<file path="config.mk">
export PLATFORM = sky130hd
export DESIGN_NAME = alu_seq
export DESIGN_NICKNAME = d
export VERILOG_FILES = /design/src/rtl/alu_pkg.sv /design/src/rtl/alu_comb_core.sv /design/src/rtl/alu_seq.sv
export SDC_FILE = /design/constraint.sdc
export NUM_CORES = 1
export LEC_CHECK = 0
export ABC_AREA = 0
export BUFFER_PORTS_ARGS = -buffer_cell sky130_fd_sc_hd__buf_2
export CORE_MARGIN = 4
export CORE_UTILIZATION = 40
export DETAILED_ROUTE_END_ITERATION = 8
export GPL_TIMING_DRIVEN = 1
export HOLD_SLACK_MARGIN = 0.03
export SYNTH_ARGS = -nofsm -noshare
export SYNTH_HDL_FRONTEND = slang
export SYNTH_HIERARCHICAL = 1
export SYNTH_SLANG_ARGS = --single-unit
</file>
<file path="constraint.sdc">
create_clock -name clk -period 5.5 [get_ports clk]
set_clock_uncertainty 0.2 [all_clocks]
set_input_delay 1.65 -clock clk [delete_from_list [all_inputs] [get_ports clk]]
set_output_delay 1.65 -clock clk [all_outputs]
set_load 0.02 [all_outputs]
</file>
<file path="src/rtl/alu_pkg.sv">
// -----------------------------------------------------------------------------
// alu_pkg
// Shared types for the execute-stage ALU. ALUController drives Operation using
// alu_op_e, so both sides agree on the encoding. alu_state_e names the states
// of the sequential wrapper.
// No ports; this is a package.
// -----------------------------------------------------------------------------
package alu_pkg;

  typedef enum logic [3:0] {
    ALU_AND = 4'b0000,
    ALU_OR  = 4'b0001,
    ALU_ADD = 4'b0010,
    ALU_SLL = 4'b0011,
    ALU_XOR = 4'b0100,
    ALU_SRL = 4'b0101,
    ALU_SUB = 4'b0110,
    ALU_EQ  = 4'b1000,
    ALU_SRA = 4'b1010,
    ALU_SLT = 4'b1100
  } alu_op_e;

  typedef enum logic [1:0] {
    IDLE  = 2'd0,
    SHIFT = 2'd1,
    DONE  = 2'd2
  } alu_state_e;

  // Shifts take the multi-cycle path; everything else is a one-cycle op.
  function automatic logic is_shift_op(input logic [3:0] op);
    return (op == ALU_SLL) || (op == ALU_SRL) || (op == ALU_SRA);
  endfunction

endpackage

</file>
<file path="src/rtl/alu_comb_core.sv">
// -----------------------------------------------------------------------------
// alu_comb_core
// Purely combinational one-cycle ALU ops: AND, OR, ADD, SUB, XOR, SLT, EQ.
// Shift codes and unknown codes produce 0 here; the sequential wrapper
// handles shifts on its own.
// Ports:
//   op      in   OPCODE_LENGTH  operation code (alu_op_e encoding)
//   a       in   DATA_WIDTH     operand A
//   b       in   DATA_WIDTH     operand B
//   result  out  DATA_WIDTH     combinational result
// -----------------------------------------------------------------------------
module alu_comb_core
  import alu_pkg::*;
#(
  parameter int DATA_WIDTH    = 32,
  parameter int OPCODE_LENGTH = 4
) (
  input  logic [OPCODE_LENGTH-1:0] op,
  input  logic [DATA_WIDTH-1:0]    a,
  input  logic [DATA_WIDTH-1:0]    b,
  output logic [DATA_WIDTH-1:0]    result
);

  logic lessThan;
  logic equal;

  assign lessThan = ($signed(a) < $signed(b));
  assign equal    = (a == b);

  // ADD/SUB wrap naturally at DATA_WIDTH bits; SLT/EQ yield a 0/1 result.
  always_comb begin
    result = '0;
    case (op)
      ALU_AND: result = a & b;
      ALU_OR:  result = a | b;
      ALU_ADD: result = a + b;
      ALU_SUB: result = a - b;
      ALU_XOR: result = a ^ b;
      ALU_SLT: result = {{(DATA_WIDTH-1){1'b0}}, lessThan};
      ALU_EQ:  result = {{(DATA_WIDTH-1){1'b0}}, equal};
      default: result = '0;
    endcase
  end

endmodule

</file>
<file path="src/rtl/alu_seq.sv">
// -----------------------------------------------------------------------------
// alu_seq
// Multi-cycle execute-stage ALU with valid/ready handshakes on both sides.
// Logic/arithmetic ops complete in one cycle; shifts walk one bit per cycle
// through an accumulator so no barrel shifter is required.
// Ports:
//   clk        in   1              rising-edge clock
//   reset      in   1              synchronous, active-high
//   in_valid   in   1              Operation/SrcA/SrcB valid
//   in_ready   out  1              block can accept an op (IDLE)
//   Operation  in   OPCODE_LENGTH  op code (alu_op_e)
//   SrcA       in   DATA_WIDTH     operand A / shift source
//   SrcB       in   DATA_WIDTH     operand B; low bits are the shift amount
//   out_valid  out  1              ALUResult/Zero valid (DONE)
//   out_ready  in   1              consumer takes the result
//   ALUResult  out  DATA_WIDTH     registered result
//   Zero       out  1              registered (ALUResult == 0)
// -----------------------------------------------------------------------------
module alu_seq
  import alu_pkg::*;
#(
  parameter int DATA_WIDTH    = 32,
  parameter int OPCODE_LENGTH = 4
) (
  input  logic                     clk,
  input  logic                     reset,
  input  logic                     in_valid,
  output logic                     in_ready,
  input  logic [OPCODE_LENGTH-1:0] Operation,
  input  logic [DATA_WIDTH-1:0]    SrcA,
  input  logic [DATA_WIDTH-1:0]    SrcB,
  output logic                     out_valid,
  input  logic                     out_ready,
  output logic [DATA_WIDTH-1:0]    ALUResult,
  output logic                     Zero
);

  localparam int SHW = $clog2(DATA_WIDTH);

  alu_state_e               state,     stateNext;
  logic [DATA_WIDTH-1:0]    acc,       accNext;
  logic [SHW-1:0]           cnt,       cntNext;
  logic [OPCODE_LENGTH-1:0] opReg,     opNext;
  logic [DATA_WIDTH-1:0]    resultReg, resultNext;
  logic                     zeroReg,   zeroNext;

  logic [DATA_WIDTH-1:0]    coreResult;
  logic [DATA_WIDTH-1:0]    oneCycleResult;
  logic [DATA_WIDTH-1:0]    accShifted;
  logic [SHW-1:0]           shamt;
  logic                     shiftOp;

  alu_comb_core #(
    .DATA_WIDTH   (DATA_WIDTH),
    .OPCODE_LENGTH(OPCODE_LENGTH)
  ) u_core (
    .op    (Operation),
    .a     (SrcA),
    .b     (SrcB),
    .result(coreResult)
  );

  assign shamt   = SrcB[SHW-1:0];
  assign shiftOp = is_shift_op(Operation);

  // A shift by zero is just SrcA and is finished on the one-cycle path.
  assign oneCycleResult = shiftOp ? SrcA : coreResult;

  // One bit of the shift per cycle, direction/fill chosen by the latched op.
  always_comb begin
    accShifted = acc;
    case (opReg)
      ALU_SLL: accShifted = acc << 1;
      ALU_SRL: accShifted = acc >> 1;
      default: accShifted = {acc[DATA_WIDTH-1], acc[DATA_WIDTH-1:1]};
    endcase
  end

  // State register plus all datapath registers; everything returns to the
  // idle/empty condition on reset, discarding any in-flight shift.
  always_ff @(posedge clk) begin
    if (reset) begin
      state     <= IDLE;
      acc       <= '0;
      cnt       <= '0;
      opReg     <= '0;
      resultReg <= '0;
      zeroReg   <= 1'b1;
    end else begin
      state     <= stateNext;
      acc       <= accNext;
      cnt       <= cntNext;
      opReg     <= opNext;
      resultReg <= resultNext;
      zeroReg   <= zeroNext;
    end
  end

  // Next-state logic. Inputs are only looked at in IDLE; the result
  // registers change only when an op completes, so they hold through DONE.
  always_comb begin
    stateNext  = state;
    accNext    = acc;
    cntNext    = cnt;
    opNext     = opReg;
    resultNext = resultReg;
    zeroNext   = zeroReg;
    case (state)
      IDLE: begin
        if (in_valid) begin
          opNext = Operation;
          if (shiftOp && (shamt != '0)) begin
            accNext   = SrcA;
            cntNext   = shamt;
            stateNext = SHIFT;
          end else begin
            resultNext = oneCycleResult;
            zeroNext   = (oneCycleResult == '0);
            stateNext  = DONE;
          end
        end
      end
      SHIFT: begin
        accNext = accShifted;
        cntNext = cnt - 1'b1;
        // cnt==1 means this cycle applies the last bit of the shift.
        if (cnt == SHW'(1)) begin
          resultNext = accShifted;
          zeroNext   = (accShifted == '0);
          stateNext  = DONE;
        end
      end
      DONE: begin
        if (out_ready) begin
          stateNext = IDLE;
        end
      end
      default: stateNext = IDLE;
    endcase
  end

  assign in_ready  = (state == IDLE);
  assign out_valid = (state == DONE);
  assign ALUResult = resultReg;
  assign Zero      = zeroReg;

endmodule

</file>
# --- Yosys cells after proc, flatten, opt, wreduce, memory -nomap -nowiden ---
# Cells that the tools add are included.
totals:
  ff_bits: 76
  input_bits: 72
  out_inout_bits: 35
classes:
  n_reduce_logical: 13
  addsub: 3
  bitwise_logic: 3
  mux: 22
  eq_ne: 20
  magnitude_cmp: 1
ops:
  columns: ["operator", "count"]
  rows:
  - ["$pmux W32 S7", 1]
  - ["$mux W32", 6]
  - ["$pmux W32 S2", 3]
  - ["$logic_not A32 Y1", 2]
  - ["$add A32 B32 Y32", 1]
  - ["$and A32 B32 Y32", 1]
  - ["$eq A32 B32 Y1", 1]
  - ["$lt A32 B32 Y1", 1]
  - ["$or A32 B32 Y32", 1]
  - ["$sub A32 B32 Y32", 1]
  - ["$xor A32 B32 Y32", 1]
  - ["$eq A4 B3 Y1 const B", 4]
  - ["$eq A4 B2 Y1 const B", 3]
  - ["$eq A4 B4 Y1 const B", 3]
  - ["$mux W5", 2]
  - ["$pmux W5 S2", 1]
  - ["$mux W2", 4]
  - ["$ne A2 B2 Y1 const B", 3]
  - ["$pmux W2 S3", 1]
  - ["$reduce_and A3 Y1", 2]
  - ["$eq A5 B1 Y1 const B", 1]
  - ["$reduce_bool A5 Y1", 1]
  - ["$sub A5 B1 Y5 const B", 1]
  - ["$eq A4 B1 Y1 const B", 1]
  - ["other kinds (12)", 16]

# --- Depth between registers and ports, before layout ---
# Gate-level depths: netlist (run 1).
depth:
  ltp_word: 8
  mapped_depth: 19
  mapped_depth_nobuf: 19

# --- Modules after synthesis ---
# Netlist (run 1), hierarchy kept.
modules_own_cells:
  columns: ["mod", "seq_area_each_um2", "n_inst", "cells_per_inst", "area_per_inst_um2"]
  rows:
  - ["alu_seq", 1521.5, 1, 702, 5405.2]
  - ["alu_comb_core", 0.0, 1, 820, 5238.8]

# --- Worst setup path after synthesis (run 1) ---
# No wires, ideal clock.
synth_path:
  kind: "in2reg"
  startpoint: "input port SrcA[13]"
  endpoint: "register zeroReg, in the netlist Zero"
  setup_ns: 0.064
  path_slack_ns: 0.373
  path_stages: 18
  arrival_time_ns: 4.863
  path_buffers: 1
  t_required_ns: 5.236
  path_cell_list: "inv_1 > ha_1 > clkbuf_1 > a21oi_1 > o21ai_0 > or3_1 > o21ba_2 > a221oi_2 > o211ai_1 > a311oi_1 > o211ai_1 > nor2b_1 > o21ai_1 > o2111a_1 > a2111o_1 > nor4_2 > a311oi_1 > nor2_1"
synth_between:
  elab_chain_cells: 7
synth_lines:
  columns: ["item", "line", "text"]
  rows:
  - ["start: declaration", "alu_seq.sv:30", "input logic [DATA_WIDTH-1:0] SrcA,"]
  - ["$sub A32 B32 Y32 / $add A32 B32 Y32 (equally long branches)", "alu_comb_core.sv:37, alu_comb_core.sv:36", null]
  - ["$pmux W32 S7 *", "alu_comb_core.sv:33", "case (op)"]
  - ["named net coreResult[28]", "alu_seq.sv:47", "logic [DATA_WIDTH-1:0] coreResult;"]
  - ["$mux W32 *", "alu_seq.sv:67", "assign oneCycleResult = shiftOp ? SrcA : coreResult;"]
  - ["$logic_not A32 Y1 *", "alu_seq.sv:118", "zeroNext = (oneCycleResult == '0);"]
  - ["$mux W1 *", "alu_seq.sv:112", "if (shiftOp && (shamt != '0)) begin"]
  - ["$mux W1 *", "alu_seq.sv:110", "if (in_valid) begin"]
  - ["$pmux W1 S2 *", "alu_seq.sv:108", "case (state)"]
  - ["end signal: assignment", "alu_seq.sv:95", "zeroReg <= zeroNext;"]
  - ["end: declaration", "alu_seq.sv:45", "logic zeroReg, zeroNext;"]
# The timed path passes the listed nets; every way through them passes the cells marked *. The select of a mux whose other input is x is not followed.
# A chain may end at the register's enable or synchronous reset.

# --- Final worst setup path (run 1) ---
layout_path:
  startpoint: "input port SrcA[1]"
  endpoint: "register zeroReg, in the netlist Zero"
# The elaborated chain is that of the path after synthesis.

==> results of run 1 <==
worst max-delay path: stages:
cell and delay (ps):
buf_2 120, inv_1 50, ha_1 350, a211oi_2 260, o21ai_1 170, a32oi_1 210
buf_4 160, nor4_2 40, buf_4 150, o41ai_4 430, o21ai_0 210, or3_1 370
o211ai_1 100, buf_4 180, nor3_1 50, mux2_1 300, nand4_1 110, nor4_2 70
a311oi_1 320, nor2_1 80
Yosys cell counts (all sizes together) (7+ instances only):
| master | n | area (sq um) |
|---|---|---|
| nor2 | 208 | 781 |
| o21ai | 108 | 544 |
| a21oi | 106 | 538 |
| inv | 104 | 390 |
| ha | 99 | 1240 |
| nand2 | 88 | 330 |
| dfxtp | 76 | 1520 |
| clkbuf | 65 | 244 |
| nor3 | 62 | 330 |
| nor2b | 60 | 375 |
| buf | 51 | 302 |
| mux2i | 44 | 440 |
| nor4b | 39 | 348 |
| a221oi | 36 | 322 |
| nand2b | 29 | 181 |
| nand3 | 29 | 145 |
| a211oi | 24 | 180 |
| nor4 | 23 | 156 |
| o2111ai | 22 | 193 |
| o211ai | 21 | 158 |
| o221ai | 15 | 131 |
| a21o | 14 | 105 |
| o22ai | 14 | 87.6 |
| o21bai | 11 | 82.6 |
| or3 | 11 | 68.8 |
| nand4 | 10 | 62.6 |
| o31ai | 10 | 75.1 |
| a211o | 8 | 70.1 |
| a221o | 8 | 80.1 |
| o21a | 8 | 60.1 |
| a31oi | 7 | 43.8 |
| nor3b | 7 | 52.6 |
| or4 | 7 | 56.3 |
| xnor2 | 7 | 61.3 |
flip-flops by register name, indices dropped and copies added, names as in the netlist:
name and flops:
ALUResult 32, Zero 1, acc 32, cnt 5, opReg 4, state 2
path summary, 6_finish.rpt:
kind / to / slack (ps) / from
setup reg to reg: Zero / 2690 / opReg[0]
hold / removal: ALUResult[24] / 250 / ALUResult[24]
hold reg to reg: ALUResult[24] / 250 / ALUResult[24]
setup / recovery: Zero / 100 / SrcA[1]
logic make-up after synthesis:
logic type                 after synthesis  synth area share [%]
and+or+nand+nor                        592                  28.6
DFF                                     76                  14.3
xor gates and xnor gates                 8                 0.658
AOI/OAI and AO/OA                      479                  31.3
muxes                                   46                  4.38
adders and majority gates              101                  12.0
buffers and inverters                  220                  8.79
layer usage:
metal,up-vias,share of wire [%],GRT usage [%]
met5,-,0,0
met4,0,2.9,7.85
met3,84,7.8,4.07
met2,595,43,43.7
met1,6026,46,40.5
li1,6060,-,-
timing repair:
action                                  4_1_cts  5_1_grt
pin swaps                                     0       22
gates resized for setup                       4       47
setup buffers                                 0        8
endpoints found under the setup margin        1        9
power breakdown:
part | leakage, uW | switching [uW] | internal, uW
combinational | 0.00488 | 741 | 526
sequential | 0.000621 | 29.2 | 591
clock | 0.000145 | 237 | 375
total | 0.00564 | 1010 | 1490
stage by stage:
step	cells	hold WS [ps]	total power [uW]	TNS (ps)	util [%]
4_1_cts	2081	253	2430	0	50.0
3_5_place_dp	2066	247	1820	-1540	48.7
3_3_place_gp	2066	238	1810	-1070	48.7
2_1_floorplan	1522	252	1330	0	-
5_1_grt	2089	274	2640	-25.0	51.1
6_report	2089	250	2500	0	51.1
final cells by class:
cell class / instances / area, sq um
repair buffers: 333 / 2250
clock buffers: 12 / 256
fillers: 2645 / 12800
flip-flops and latches: 76 / 1520
inverters: 104 / 390
well taps: 335 / 419
multi-input cells: 1226 / 8470
clock inverters: 3 / 46.3
==> impl_metrics.xml, run 1 <==
<?xml version="1.0" encoding="UTF-8"?>
<metrics>
  <group name="outcome">
    <metric name="run_status" unit="">complete, no violations</metric>
  </group>
  <group name="detailed_routing">
    <metric name="detail-route-antenna-nets" unit="">0</metric>
    <metric name="drt_pre_antenna_iters" unit="">6</metric>
    <metric name="vias" unit="">12800</metric>
    <metric name="route.detailed.drc" unit="">0</metric>
    <metric name="post_drt_wl_per_cell" unit="um">20.4</metric>
    <metric name="drt_iter0_markers" unit="">1223</metric>
    <metric name="route.final.wire_length" unit="mm">42.7</metric>
    <metric name="vias_per_inst" unit="">6.11</metric>
  </group>
  <group name="yosys">
    <metric name="synth.yosys.seq_area_share" unit="%">14.3</metric>
    <metric name="synth.cell_area" unit="sq mm">0.0106</metric>
    <metric name="async_reset_ff_share" unit="%">0</metric>
    <metric name="dominantRegCellSynth" unit="">dfxtp_1</metric>
    <metric name="netlist-cell-type-count" unit="">89</metric>
    <metric name="synth_enable_flop_cells" unit="">0</metric>
    <metric name="yosys_register_bits" unit="">76</metric>
    <metric name="syn_avg_cell_area" unit="sq um">6.99</metric>
    <metric name="ys_warn_count" unit="">6</metric>
    <metric name="synthesis.instances" unit="">1522</metric>
    <metric name="syn-num-nets" unit="">1695</metric>
  </group>
  <group name="global_routing">
    <metric name="first_global_vias" unit="">11800</metric>
    <metric name="global_route.overflow_total" unit="">0</metric>
    <metric name="pin_count_of_the_biggest_net_entering_global_routing" unit="">47</metric>
    <metric name="grt_usage" unit="%">28.1</metric>
    <metric name="grt_antenna_before_repair" unit="">0</metric>
    <metric name="grt_pass1_wl" unit="mm">66.0</metric>
  </group>
  <group name="timing">
    <metric name="final-setup-viol-count" unit="">0</metric>
    <metric name="finalCritPeriodShare" unit="%">98.1</metric>
    <metric name="max_freq" unit="MHz">185</metric>
    <metric name="slew_violations" unit="">0</metric>
    <metric name="tightestPinTransition" unit="ps">1020</metric>
    <metric name="layout_setup_ws" unit="ps">102</metric>
    <metric name="slew-limit-headroom" unit="%">32.0</metric>
    <metric name="hold_violations" unit="">0</metric>
    <metric name="post_layout_minimum_cycle_time" unit="ps">5400</metric>
  </group>
  <group name="clock_tree">
    <metric name="tritoncts_clock_tree" unit="">yes</metric>
    <metric name="cts_made_buffers" unit="">9</metric>
    <metric name="post_cts_hold_buffer_count" unit="">0</metric>
    <metric name="clkSlewWorstSetupHoldPaths" unit="ps">60</metric>
    <metric name="clock_latency_on_the_worst_skew_pair" unit="ps">340</metric>
    <metric name="cts_max_level" unit="">3</metric>
    <metric name="clockRootBuffer" unit="">clkbuf_16</metric>
    <metric name="clockBufferDepth" unit="">2</metric>
    <metric name="clkSinkCount" unit="">76</metric>
  </group>
  <group name="placed_design">
    <metric name="numPortBuffers" unit="">106</metric>
    <metric name="globalplace.congestion" unit="">0.967</metric>
    <metric name="post_dp_cell_area" unit="sq mm">0.0127</metric>
    <metric name="pre_cts_ws" unit="ps">-368</metric>
    <metric name="detailedPlacementHpwl" unit="mm">33.2</metric>
  </group>
  <group name="worst_hold_path">
    <metric name="hold_class" unit="">register to register</metric>
    <metric name="hold-path-cell-count" unit="">2</metric>
  </group>
  <group name="cells_and_area">
    <metric name="insertedDiodeCount" unit="">0</metric>
    <metric name="nets" unit="">1923</metric>
    <metric name="layout-drive-gt1-share" unit="%">23.9</metric>
    <metric name="flow.area_growth_from_synthesis" unit="%">25.4</metric>
    <metric name="layout_commonest_cell" unit="">buf_4</metric>
    <metric name="finish.instance_area" unit="sq mm">0.0134</metric>
    <metric name="most-common-layout-cells" unit="">buf_4, nor2_1, buf_2</metric>
  </group>
  <group name="pwr">
    <metric name="worst_ir_drop_vdd" unit="mV">0.122</metric>
    <metric name="power.leakage" unit="uW">0.00564</metric>
    <metric name="powerDensity" unit="mW/mm^2">187</metric>
  </group>
  <group name="floorplanning">
    <metric name="die_height" unit="um">171</metric>
    <metric name="fp.dieArea" unit="sq mm">0.0293</metric>
    <metric name="boundaryPins" unit="">107</metric>
    <metric name="row_count" unit="">59</metric>
    <metric name="floorplan.initialDensity" unit="%">40.7</metric>
    <metric name="core_region_area" unit="sq mm">0.0261</metric>
    <metric name="dieWidth" unit="um">171</metric>
  </group>
  <group name="run">
    <metric name="max-cap-violations" unit="">0</metric>
  </group>
  <group name="worst_setup_path">
    <metric name="crit_path_start_kind" unit="">input pin</metric>
    <metric name="rr_worst_depth" unit="">7</metric>
    <metric name="critical_path_class" unit="">input pin to register</metric>
    <metric name="critical_path.max_fanout" unit="">4</metric>
    <metric name="arrival" unit="ps">5410</metric>
    <metric name="timing.critical_path.required" unit="ps">5510</metric>
    <metric name="setup.worst_path.end_class" unit="">register</metric>
  </group>
</metrics>
Power figures use the tool's default switching activity.
==> run 2, diff against run 1 <==
Settings changed: CORE_MARGIN 4 to 1, CORE_UTILIZATION 40 to 55, PLACE_DENSITY set to 0.75, SKIP_CTS_REPAIR_TIMING set to 1.
==> run 2 against run 1 <==
The run now ends with negative setup slack left; design area decreased by 3.2%; count of clock-buffer cells in the layout decreased by 2; worst hold slack improved by 3.8 ps.
==> impl_metrics.xml, run 2 (same netlist as run 1, synthesis figures left out) <==
<?xml version="1.0" encoding="UTF-8"?>
<metrics>
  <group name="outcome">
    <metric name="run_status" unit="">finished, violations left</metric>
    <metric name="failed_checks" unit="">negative setup slack</metric>
  </group>
  <group name="clock_tree">
    <metric name="cts_max_level" unit="">3</metric>
    <metric name="clockBufferDepth" unit="">2</metric>
    <metric name="clkSlewWorstSetupHoldPaths" unit="ps">60</metric>
    <metric name="cts_made_buffers" unit="">9</metric>
    <metric name="clock_latency_on_the_worst_skew_pair" unit="ps">350</metric>
    <metric name="tritoncts_clock_tree" unit="">yes</metric>
    <metric name="clockRootBuffer" unit="">clkbuf_16</metric>
    <metric name="clkSinkCount" unit="">76</metric>
  </group>
  <group name="global_routing">
    <metric name="grt_pass1_wl" unit="mm">64.9</metric>
    <metric name="first_global_vias" unit="">12100</metric>
    <metric name="pin_count_of_the_biggest_net_entering_global_routing" unit="">85</metric>
    <metric name="global_route.overflow_total" unit="">0</metric>
    <metric name="grt_antenna_before_repair" unit="">0</metric>
    <metric name="grt_usage" unit="%">41.0</metric>
  </group>
  <group name="detailed_routing">
    <metric name="route.detailed.drc" unit="">0</metric>
    <metric name="vias_per_inst" unit="">6.58</metric>
    <metric name="detail-route-antenna-nets" unit="">0</metric>
    <metric name="drt_pre_antenna_iters" unit="">6</metric>
    <metric name="met3_length" unit="mm">4.09</metric>
    <metric name="topRoutingLayerUsed" unit="">met4</metric>
    <metric name="vias" unit="">13100</metric>
    <metric name="drt_iter0_markers" unit="">1589</metric>
    <metric name="post_drt_wl_per_cell" unit="um">20.7</metric>
    <metric name="route.layer.met1.wl" unit="mm">17.6</metric>
    <metric name="met2_length" unit="mm">17.8</metric>
    <metric name="route.final.wire_length" unit="mm">41.3</metric>
  </group>
  <group name="cells_and_area">
    <metric name="final_cell_count_no_fill" unit="">1991</metric>
    <metric name="most-common-layout-cells" unit="">nor2_1, buf_4, buf_2</metric>
    <metric name="insertedDiodeCount" unit="">0</metric>
    <metric name="flow.area_growth_from_synthesis" unit="%">21.4</metric>
    <metric name="layout_commonest_cell" unit="">nor2_1</metric>
    <metric name="layout-drive-gt1-share" unit="%">21.7</metric>
    <metric name="nets" unit="">1899</metric>
    <metric name="finish.instance_area" unit="sq mm">0.0129</metric>
  </group>
  <group name="timing">
    <metric name="unrepaired_setup_endpoints_after_global_routing" unit="">true</metric>
    <metric name="slew-limit-headroom" unit="%">34.2</metric>
    <metric name="finalCritPeriodShare" unit="%">101</metric>
    <metric name="layout_setup_ws" unit="ps">-64.7</metric>
    <metric name="max_freq" unit="MHz">180</metric>
    <metric name="tightestPinTransition" unit="ps">986</metric>
    <metric name="hold_violations" unit="">0</metric>
    <metric name="post_layout_minimum_cycle_time" unit="ps">5560</metric>
    <metric name="final-setup-viol-count" unit="">1</metric>
    <metric name="slew_violations" unit="">0</metric>
  </group>
  <group name="pwr">
    <metric name="powerDensity" unit="mW/mm^2">195</metric>
    <metric name="post-layout-total-power" unit="uW">2520</metric>
    <metric name="worst_ir_drop_vdd" unit="mV">0.153</metric>
    <metric name="power.leakage" unit="uW">0.00550</metric>
    <metric name="switching_share" unit="%">40.1</metric>
    <metric name="netSwitchingPower" unit="uW">1010</metric>
    <metric name="power_frac_clock" unit="%">26.4</metric>
    <metric name="p_int" unit="uW">1510</metric>
    <metric name="seqPwrFrac" unit="%">24.7</metric>
    <metric name="share_comb_of_total_power" unit="%">49.0</metric>
  </group>
  <group name="placed_design">
    <metric name="globalplace.congestion" unit="">1.06</metric>
    <metric name="detailedPlacementHpwl" unit="mm">31.6</metric>
    <metric name="post_dp_cell_area" unit="sq mm">0.0125</metric>
    <metric name="numPortBuffers" unit="">106</metric>
    <metric name="dpl.cell_count" unit="">1973</metric>
  </group>
  <group name="worst_setup_path">
    <metric name="crit_path_cell_trace" unit="">buf_2 &gt; ha_1 &gt; fa_2 &gt; nand3_1 &gt; a211oi_1 &gt; o21a_2 &gt; o21ba_2 &gt; a221oi_4 &gt; o211ai_1 &gt; a311oi_1 &gt; o211ai_1 &gt; buf_4 &gt; o2111a_1 &gt; a2111o_1 &gt; nor4_2 &gt; a311oi_1 &gt; nor2_1</metric>
    <metric name="reg2reg_slack" unit="ps">2690</metric>
    <metric name="arrival" unit="ps">5650</metric>
    <metric name="timing.critical_path.slowest_cell_delay" unit="ps">390</metric>
    <metric name="setup.worst_path.end_class" unit="">register</metric>
    <metric name="crit_path_start_kind" unit="">input pin</metric>
    <metric name="crit_path_start" unit="">SrcA[0]</metric>
    <metric name="critical_path.max_fanout" unit="">3</metric>
    <metric name="critical_path_class" unit="">input pin to register</metric>
    <metric name="crit_slowest_cell" unit="">fa_2</metric>
    <metric name="r2r_startpoint" unit="">state[0]</metric>
    <metric name="timing.critical_path.required" unit="ps">5590</metric>
  </group>
  <group name="floorplanning">
    <metric name="row_count" unit="">50</metric>
    <metric name="boundaryPins" unit="">107</metric>
    <metric name="dieWidth" unit="um">141</metric>
    <metric name="fp.dieArea" unit="sq mm">0.0199</metric>
    <metric name="die_height" unit="um">141</metric>
    <metric name="core_region_area" unit="sq mm">0.0188</metric>
    <metric name="floorplan.initialDensity" unit="%">56.5</metric>
  </group>
  <group name="worst_hold_path">
    <metric name="hold_class" unit="">register to register</metric>
    <metric name="min-delay-start" unit="">ALUResult[30]</metric>
  </group>
  <group name="run">
    <metric name="max-cap-violations" unit="">0</metric>
  </group>
</metrics>
-- run 2: changes by cell type in the layout (fill, tap and decap cells not counted), sizes merged --
cell    change
buf        -24
clkbuf      -2
inv         +2
bufinv      +1
-- run 2: power groups by stage --
| stage | registers, uW | logic, uW | clock network (uW) |
|---|---|---|---|
| floorplan | 657 | 675 | 0 |
| global route | 625 | 1320 | 685 |
| detailed placement | 632 | 1170 | 0 |
| finish | 621 | 1230 | 663 |
| CTS | 620 | 1180 | 659 |
| global placement | 630 | 1160 | 0 |
-- run 2: cell type report --
| type | count | area (sq um) |
|---|---|---|
| clock buffers | 10 | 239 |
| inverters | 104 | 390 |
| well taps | 260 | 325 |
| repair buffers | 309 | 2050 |
| flip-flops and latches | 76 | 1520 |
| multi-input cells | 1226 | 8300 |
| fillers | 1659 | 5910 |
| clock inverters | 6 | 93.8 |
-- run 2: critical path, delay by kind of cell --
kind / cells / cell delay, ps
AOI/OAI and AO/OA: 10 / 2450
and+or+nand+nor: 3 / 580
buffers and inverters: 2 / 300
adders and majority gates: 2 / 660
-- run 2: final timing paths --
path | endpoint | cells after the start
hold reg to reg | ALUResult[30] | 2
setup reg to reg | ALUResult[31] | 6
setup / recovery | Zero | 17
hold / removal | ALUResult[30] | 2
-- run 2: stage by stage --
stage	hold slack (ps)	setup slack, ps	utilization [%]	setup TNS, ps
global route	283	-143	68.6	-196
finish	254	-64.7	68.6	-64.7
floorplan	252	373	-	0
detailed placement	245	-342	66.3	-1230
CTS	254	-1.01	68.1	-1.01
global placement	237	-446	66.3	-1240
-- run 2: per-layer routing --
layer  track usage [%]  vias to the layer above
li1                  -                     6001
met5                 0                        -
met4              19.5                        0
met1              57.1                     6141
met3              5.13                      127
met2              62.5                      831
==> run 3, diff against run 2 <==
Settings changed: SETUP_SLACK_MARGIN set to 0.4.
==> run 3 against run 2 <==
The run now ends clean; die area is the same; routed wire length grew 3.0%; highest routed layer unchanged; first-iteration DRC count shrank 14%; worst hold slack lost 9.7 ps; sequential share of layout area shrank 0.97 points; non-clock buffer count grew 40; register-to-register slack gained 50 ps; combinational power grew 13%; total power grew 4.2%; final cell count grew 2.0%; flip-flop and latch count is the same.
==> impl_metrics.xml, run 3 (same netlist as run 1, synthesis figures left out) <==
<?xml version="1.0" encoding="UTF-8"?>
<metrics>
  <group name="outcome">
    <metric name="run_status" unit="">complete, no violations</metric>
  </group>
  <group name="timing">
    <metric name="hold_violations" unit="">0</metric>
    <metric name="max_freq" unit="MHz">187</metric>
    <metric name="unrepaired_setup_endpoints_after_global_routing" unit="">true</metric>
    <metric name="final-setup-viol-count" unit="">0</metric>
    <metric name="finalCritPeriodShare" unit="%">97.5</metric>
    <metric name="hold_slack" unit="ps">244</metric>
    <metric name="post_layout_minimum_cycle_time" unit="ps">5360</metric>
    <metric name="slew-limit-headroom" unit="%">33.7</metric>
    <metric name="tightestPinTransition" unit="ps">994</metric>
    <metric name="slew_violations" unit="">0</metric>
  </group>
  <group name="clock_tree">
    <metric name="cts_max_level" unit="">3</metric>
    <metric name="cts_made_buffers" unit="">9</metric>
    <metric name="clkSinkCount" unit="">76</metric>
    <metric name="clockRootBuffer" unit="">clkbuf_16</metric>
    <metric name="clkSlewWorstSetupHoldPaths" unit="ps">60</metric>
    <metric name="clock_latency_on_the_worst_skew_pair" unit="ps">340</metric>
    <metric name="clockBufferDepth" unit="">2</metric>
    <metric name="tritoncts_clock_tree" unit="">yes</metric>
  </group>
  <group name="pwr">
    <metric name="powerDensity" unit="mW/mm^2">186</metric>
    <metric name="power.leakage" unit="uW">0.00584</metric>
    <metric name="worst_ir_drop_vdd" unit="mV">0.161</metric>
  </group>
  <group name="cells_and_area">
    <metric name="nets" unit="">1939</metric>
    <metric name="flow.area_growth_from_synthesis" unit="%">32.4</metric>
    <metric name="insertedDiodeCount" unit="">0</metric>
    <metric name="layout_commonest_cell" unit="">buf_4</metric>
    <metric name="most-common-layout-cells" unit="">buf_4, nor2_1, buf_2</metric>
    <metric name="finalCoreUtilization" unit="%">74.8</metric>
    <metric name="layout-drive-gt1-share" unit="%">29.5</metric>
    <metric name="final_cell_count_no_fill" unit="">2031</metric>
  </group>
  <group name="detailed_routing">
    <metric name="route.final.wire_length" unit="mm">42.5</metric>
    <metric name="post_drt_wl_per_cell" unit="um">20.9</metric>
    <metric name="vias_per_inst" unit="">6.51</metric>
    <metric name="drt_iter0_markers" unit="">1364</metric>
    <metric name="vias" unit="">13200</metric>
    <metric name="drt_pre_antenna_iters" unit="">6</metric>
    <metric name="detail-route-antenna-nets" unit="">0</metric>
    <metric name="route.detailed.drc" unit="">0</metric>
  </group>
  <group name="floorplanning">
    <metric name="floorplan.initialDensity" unit="%">56.5</metric>
    <metric name="core_region_area" unit="sq mm">0.0188</metric>
    <metric name="die_height" unit="um">141</metric>
    <metric name="dieWidth" unit="um">141</metric>
    <metric name="fp.dieArea" unit="sq mm">0.0199</metric>
    <metric name="row_count" unit="">50</metric>
    <metric name="boundaryPins" unit="">107</metric>
  </group>
  <group name="worst_setup_path">
    <metric name="crit_slowest_cell" unit="">or3_1</metric>
    <metric name="critical_path_class" unit="">input pin to register</metric>
    <metric name="arrival" unit="ps">5440</metric>
    <metric name="timing.critical_path.slowest_cell_delay" unit="ps">420</metric>
    <metric name="critical_path.max_fanout" unit="">6</metric>
    <metric name="crit_path_cell_trace" unit="">buf_2 &gt; inv_1 &gt; ha_4 &gt; buf_4 &gt; or3_1 &gt; a21oi_2 &gt; o21ba_4 &gt; a221oi_4 &gt; o211ai_1 &gt; a311oi_1 &gt; o211ai_1 &gt; buf_4 &gt; o2111a_1 &gt; a2111o_1 &gt; nor4_4 &gt; a311oi_1 &gt; nor2_1</metric>
    <metric name="crit_buf_inv" unit="">4</metric>
    <metric name="crit_path_start_kind" unit="">input pin</metric>
    <metric name="critical-path-top-delay-family" unit="">compound AO/OA/AOI/OAI gates</metric>
    <metric name="setup.worst_path.end_class" unit="">register</metric>
    <metric name="timing.critical_path.required" unit="ps">5580</metric>
  </group>
  <group name="global_routing">
    <metric name="grt_usage" unit="%">40.6</metric>
    <metric name="first_global_vias" unit="">11700</metric>
    <metric name="global_route.overflow_total" unit="">0</metric>
    <metric name="pin_count_of_the_biggest_net_entering_global_routing" unit="">46</metric>
    <metric name="grt_pass1_wl" unit="mm">63.9</metric>
    <metric name="grt_antenna_before_repair" unit="">0</metric>
  </group>
  <group name="placed_design">
    <metric name="globalplace.congestion" unit="">1.00</metric>
    <metric name="dpl.cell_count" unit="">1990</metric>
    <metric name="numPortBuffers" unit="">106</metric>
    <metric name="detailedPlacementHpwl" unit="mm">31.7</metric>
  </group>
  <group name="worst_hold_path">
    <metric name="hold_class" unit="">register to register</metric>
  </group>
  <group name="run">
    <metric name="max-cap-violations" unit="">0</metric>
  </group>
</metrics>
[run 3: cell count changes in the layout (fill, tap and decap cells not counted), moves of 11 or more]
cell,previous run,this run
o21ai_0,95,77
buf_4,203,234
inv_2,3,14
ha_1,98,69
a21oi_1,101,88
o21ai_1,10,24
inv_1,101,87
buf_2,106,93
ha_4,0,19
buf_6,0,17
[run 3: through the flow]
stage               TNS (ps)  cell area [sq um]  worst slack (ps)  power, uW
finish                     0              14100               139       2620
global route               0              14100              70.3       2740
CTS                    -77.7              12900             -77.7       2420
detailed placement     -1070              12600              -415       1810
global placement       -1080              12600              -425       1800
floorplan                  0              10600               405       1330
[run 3: report_power, final]
part | switching (uW) | leakage [uW] | internal, uW | total [uW]
logic | 794 | 0.00507 | 594 | 1390
clock network | 237 | 0.000152 | 377 | 614
registers | 29.4 | 0.000621 | 591 | 620
[run 3: cell type report]
cell class,instances,area [sq um]
fillers,1503,4740
clock buffers,11,253
flip-flops and latches,76,1520
repair buffers,349,2490
well taps,260,325
multi-input cells,1226,9040
clock inverters,5,60.1
inverters,104,398
[run 3: final timing paths]
check | from | end | slack [ps] | depth (start not counted)
setup / recovery | SrcA[10] | Zero | 140 | 17
setup reg to reg | opReg[0] | Zero | 2740 | 7
hold / removal | ALUResult[24] | ALUResult[24] | 240 | 2
hold reg to reg | ALUResult[24] | ALUResult[24] | 240 | 2
[run 3: worst register-to-register path: stages, from the launching register on]
cell	delay [ps]
dfxtp_1	320
nor2b_1	210
and3b_2	890
mux2i_1	290
a2111oi_0	90
a31o_2	310
a311oi_1	260
nor2_1	70
[run 3: metal layers]
layer	vias to the layer above	wire, um	GRT usage [%]
met5	-	0	0
met2	856	18600	62.9
li1	6083	-	-
met3	152	4330	6.08
met1	6136	17800	56.3
met4	0	1830	15.6
